## src/rtl/scan_dff_bank.sv

```systemverilog
// WIDTH-bit register bank with clock enable, synchronous set and a serial scan path.
// A frame counter pulses scan_done on the edge that completes every WIDTH-th consecutive shift.
module scan_dff_bank #(
    parameter int                 WIDTH       = 8,
    parameter logic [WIDTH-1:0]   RESET_VALUE = {WIDTH{1'b0}},
    parameter logic [WIDTH-1:0]   SET_VALUE   = {WIDTH{1'b1}},
    localparam int                CW          = $clog2(WIDTH+1)
) (
    input  logic             clk,
    input  logic             resetb,
    input  logic             set,
    input  logic             en,
    input  logic [WIDTH-1:0] D,
    input  logic             scan_en,
    input  logic             scan_in,
    output logic [WIDTH-1:0] Q,
    output logic             scan_out,
    output logic             scan_done,
    output logic [CW-1:0]    shift_cnt
);

    typedef enum logic {IDLE, SHIFT} state_t;

    localparam logic [CW-1:0] LAST = CW'(WIDTH - 1);

    state_t           state, state_n;
    logic [WIDTH-1:0] q_shift, q_n;
    logic [CW-1:0]    cnt_n, cnt_base;
    logic             done_n;

    // Serial data enters at bit 0; a 1-bit bank simply takes scan_in.
    if (WIDTH == 1) begin : g_w1
        assign q_shift = scan_in;
    end else begin : g_wn
        assign q_shift = {Q[WIDTH-2:0], scan_in};
    end

    assign scan_out = Q[WIDTH-1];

    always_ff @(posedge clk or negedge resetb) begin
        if (!resetb) begin
            state     <= IDLE;
            Q         <= RESET_VALUE;
            shift_cnt <= '0;
            scan_done <= 1'b0;
        end else begin
            state     <= state_n;
            Q         <= q_n;
            shift_cnt <= cnt_n;
            scan_done <= done_n;
        end
    end

    always_comb begin
        state_n  = IDLE;
        q_n      = Q;
        cnt_n    = '0;
        done_n   = 1'b0;
        // A frame only continues counting from a shift edge; otherwise it starts over.
        cnt_base = (state == SHIFT) ? shift_cnt : '0;

        if (set) begin
            q_n = SET_VALUE;
        end else if (scan_en) begin
            state_n = SHIFT;
            q_n     = q_shift;
            if (cnt_base == LAST) begin
                cnt_n  = '0;
                done_n = 1'b1;
            end else begin
                cnt_n  = cnt_base + 1'b1;
            end
        end else if (en) begin
            q_n = D;
        end
    end

endmodule

```

## config.mk

```make
export PLATFORM = sky130hd
export DESIGN_NAME = scan_dff_bank
export DESIGN_NICKNAME = d
export VERILOG_FILES = /design/src/rtl/scan_dff_bank.sv
export SDC_FILE = /design/constraint.sdc
export NUM_CORES = 1
export LEC_CHECK = 0
export BUFFER_PORTS_ARGS = -buffer_cell sky130_fd_sc_hd__buf_2
export CAP_MARGIN = 20
export CORE_MARGIN = 5
export CORE_UTILIZATION = 45
export DETAILED_ROUTE_END_ITERATION = 10
export GPL_TIMING_DRIVEN = 0
export PLACE_DENSITY = 0.74
export SYNTH_ARGS = -nofsm -noshare
export SYNTH_HDL_FRONTEND = slang
export SYNTH_SLANG_ARGS = --single-unit
```

## constraint.sdc

```tcl
create_clock -name clk -period 2.5 [get_ports clk]
set_input_delay 0.25 -clock clk [delete_from_list [all_inputs] [get_ports clk]]
set_output_delay 0.25 -clock clk [all_outputs]
set_load 0.01 [all_outputs]
```

# Yosys cells after proc, flatten, opt, wreduce, memory -nomap -nowiden
# Cells that the tools add are included.
# word_totals
latch_bits,0
wordCells,19
mem_count,0
inputBits,14
romBits,0
ram_bits,0
output_inout_bits,14
regBits,14
# classes
mul,0
n_shift,0
n_bitwise,0
muxes,12
div,0
magnitude_cmp,0
n_eq_ne,1
addsub,1
n_reduce_logical,1
# op_table
cell,n
$mux W8,3
$mux W4,4
$mux W1,5
$add A4 B1 Y4 const B,1
$eq A4 B3 Y1 const B,1
$reduce_bool A3 Y1,1

# Logic depth before layout (Yosys ltp)
# logic_depth
depth_word,5
ltp_mapped,5
depth_no_buf,5

# Worst setup path after synthesis
# Ideal clock, no wire load.
# synth_timing
kind,reg2reg
from,register shift_cnt[1]
to,register shift_cnt[0]
t_required_ps,2423
n_path_buf,0
setup_ps,77
path_stages_with_launch,6
arrival_ps,1058
synth_period_minus_slack_ps,1136
path_slack_ps,1364
path_cell_list,dfrtp_1 -> and2_1 -> ha_1 -> nand3b_1 -> nand2b_1 -> a21oi_1
# synth_via
elab_chain_cells,5
# synth_rtl
element,line,source
"start, declared",19,output logic [CW-1:0] shift_cnt
"start signal, assigned",49,shift_cnt <= cnt_n;
$mux W4,60,cnt_base = (state == SHIFT) ? shift_cnt : '0;
$eq A4 B3 Y1,67,if (cnt_base == LAST) begin
$mux W4,67,
$mux W4,64,end else if (scan_en) begin
$mux W4,62,if (set) begin
via cnt_n[0],28,"logic [CW-1:0] cnt_n, cnt_base;"
# The timed path passes the listed nets, and every way through them passes these cells.
# A chain may end at the register's enable or synchronous reset.

# Final worst setup path
# layout_timing
from,register state
to,register shift_cnt[0]
# layout_via
elab_chain_cells,5
elab_cells_between_ends,6
cone_classes,add/sub (1); eq/ne (1); mux (4)
# layout_rtl
element,line,source
"start, declared",26,"state_t state, state_n;"
"start signal, assigned",47,state <= state_n;
$mux W4 *,60,
$add A4 B1 Y4 / $eq A4 B3 Y1 (equally long branches),"71, 67",
$mux W4 *,67,
$mux W4 *,64,
$mux W4 *,62,
via cnt_n[0],28,
# The timed path passes the listed nets; every way through them passes the cells marked *.

==> summary.md <==
| Metric | Value |
|---|---|
| Die Y | 50.4 µm |
| Post-Syn Area | 733 µm² |
| Wire per inst | 13.4 µm |
| Layout cell share with drive strength beyond 1 | 0.443 |
| Routed via count | 514 |
| R2R Path Start | state |
| Sequential fraction of the synthesis area | 0.478 |
| Hold_buf cts | 1 |
| DRT antenna net count | 0 |
| GRT Util Overall | 0.124 |
| Met2 WL | 669 µm |
| Number of iterations in the first detailed-routing pass | 4 |
| Fmax | 846 MHz |
| Initial Util | 0.481 |
| DRC Markers | 0 |
| Switching power | 0.104 mW |
| Internal power | 0.334 mW |
| Setup TNS Final | 0 ns |
| I/O Buffers | 25 |
| Vias/cell | 4.94 |
| H-tree levels | 1 |
| TritonCTS Buffers | 3 |
| Met3 routed WL | 106 µm |
| First-pass GRT wire length | 2390 µm |
| Syn Inst Count | 59 |
| Largest stage delay, worst path | 0.41 ns |
| Initial antenna violation count | 0 |
| Synth top area share | 0.478 |
| PwrDens | 481 mW/mm² |
| Crit. End Element | flip-flop |
| Row count | 14 |
| Worst setup startpoint | state |
| Combinational power share | 0.172 |
| Clock Path Buffers | 2 |
| Yosys cell types | 15 |
| Maximum vdd drop | 0.000347 V |
| Unrepaired setup endpoints after global routing | false |
| Power share of the clock group | 0.274 |
| Worst Path Buf+Inv | 0 |
| Relative max-transition margin | 0.797 |
| Reg power frac | 0.554 |
| WP data required | 2.70 ns |
| DRT iter0 DRCs | 8 |
| Crit-path max FO | 5 |
| Pin count of the biggest net entering global routing | 15 |
| HPWL after DPL | 1070 µm |
| Slowest CP cell | dfrtp_1 |
| Worst min path class | in -> reg |
| Leakage Power | 0.467 nW |
| Ys Warns | 0 |
| Final Max Slew Viols | 0 |
| Reg clk slew, reported paths | 0.08 ns |
| Top sig layer | met4 |
| Clock sink total | 14 |
| Tmin final | 1.18 ns |
| Top Ports | 28 |
| Top cells by area, synth | dfrtp_1, mux2_4, mux2i_1, nand2b_1, and2_1 |
| Flop and latch count out of synthesis | 14 |
| Setup Fix Bufs, Post-CTS | 0 |
| Number of global-route vias before repair | 532 |
| Crit path DAT | 1.38 ns |
| Cell Chain, Critical Path | and2_1, ha_1, nand3b_1, nand2b_1, a21oi_1 |
| Resize count post-CTS | 0 |
| Syn avg cell area | 12.4 µm² |
| Max-Cap Viols | 0 |
| Syn-to-layout area delta | 24.2% |
| Critical path class | reg -> reg |
| Syn Nets | 74 |
| Die width | 50.4 µm |
| Die ar. | 0.00254 mm² |
| Final nets | 105 |
| Final period util | 0.473 |
| ANT cells | 0 |
| Setup crit start kind | flip-flop |
| GR Overflow Total | 0 |
| Post-layout utilization of the core | 0.598 |
| Hold Path Origin | scan_in |
| M1 WL | 603 µm |
| Latest clock arrival within the worst-skew pair | 0.27 ns |
| Hold_ws | 0.207 ns |
| Final setup violation count | 0 |
| WL final | 1390 µm |
| RePlAce Congestion | 0.654 |
| Core area | 0.00152 mm² |
| Outcome | completed |
| Crit path max-delay family | flip-flops |
| Slew @ Worst Pin | 0.304 ns |
| Post-synth top area cell | dfrtp_1 |
| Sw Ratio | 0.237 |
| Final hold viol count | 0 |
| Clk root buf | clkbuf_4 |
| Worst Skew | 0.00133 ns |
| TritonCTS clock tree | built |
[final timing paths]
check	to	slack (ns)	cells past startpoint
worst max-delay path	shift_cnt[0]	1.32	5
max in group asynchronous	Q[6]	1.88	2
worst min-delay path	Q[0]	0.21	3
min in group asynchronous	Q[3]	0.40	2
worst min register to register	shift_cnt[0]	0.51	1
worst max register to register	shift_cnt[0]	1.32	5
[cell families after synthesis]
kind of cell | count (synthesis) | share of synthesized area
AND/OR/NAND/NOR | 21 | 0.159
multiplexers | 17 | 0.287
flip-flops | 14 | 0.478
buffers and inverters | 4 | 0.0409
AO/OA/AOI/OAI | 1 | 0.00682
XOR/XNOR | 1 | 0.0119
adder cells (fa/ha/maj) | 1 | 0.0171
[synth_stat cells, drive strengths merged]
library cell,n
ha,1
inv,1
buf,3
nand2b,10
nand3b,1
nand3,1
and2,3
a21oi,1
mux2,8
nor2,4
mux2i,9
dfrtp,14
xor2,1
nand2,2
[power by group through the flow]
stage                     Clock, mW  Sequential, mW  Combinational, mW
after floorplan                   0           0.250             0.0432
after global placement            0           0.247             0.0745
after detailed placement          0           0.247             0.0755
after CTS                     0.126           0.243             0.0769
after global routing          0.133           0.244             0.0835
final                         0.120           0.243             0.0754
[state kept, by name, indices dropped and copies added, names as in the netlist]
signal,cells
state,1
scan_done,1
shift_cnt,4
Q,8
[stage by stage]
step                area [µm²]  total power [mW]  instances  setup slack (ns)
floorplan                  733             0.294         59              1.36
global placement           878             0.321        100              1.35
detailed placement         878             0.323        100              1.32
CTS                        911             0.446        104              1.31
global route               911             0.461        104              1.23
finish                     911             0.438        104              1.32
[cell usage in the layout, fill, tap and decap left out, drive strengths merged]
| cell type | instances |
|---|---|
| clkbuf | 3 |
| a21oi | 1 |
| xor2 | 1 |
| mux2i | 9 |
| nand2 | 2 |
| ha | 1 |
| dlygate4sd3 | 1 |
| mux2 | 8 |
| nand2b | 10 |
| and2 | 3 |
| inv | 1 |
| nor2 | 4 |
| nand3b | 1 |
| nand3 | 1 |
| dfrtp | 14 |
| buf | 28 |
[worst register-to-register path: cells and delay by family, from the launching register on]
kind            cells  cell delay (ns)
simple gates        3             0.33
compound gates      1             0.13
fa+ha+maj           1             0.23
flops               1             0.41
[routing by layer]
layer	global-route usage	vias up
met5	0	-
met4	0.0511	0
met3	0.0533	2
met2	0.197	16
met1	0.145	240
li1	-	256
[layout make-up]
| cell class | instances | area [µm²] |
|---|---|---|
| inverter | 1 | 3.75 |
| fill | 138 | 613 |
| clock buffer | 3 | 22.5 |
| buffer | 3 | 26.3 |
| timing repair buffer | 26 | 135 |
| sequential | 14 | 350 |
| multi-input combinational | 41 | 353 |
| tap | 16 | 20.0 |
(Power assumes the default switching activity.)
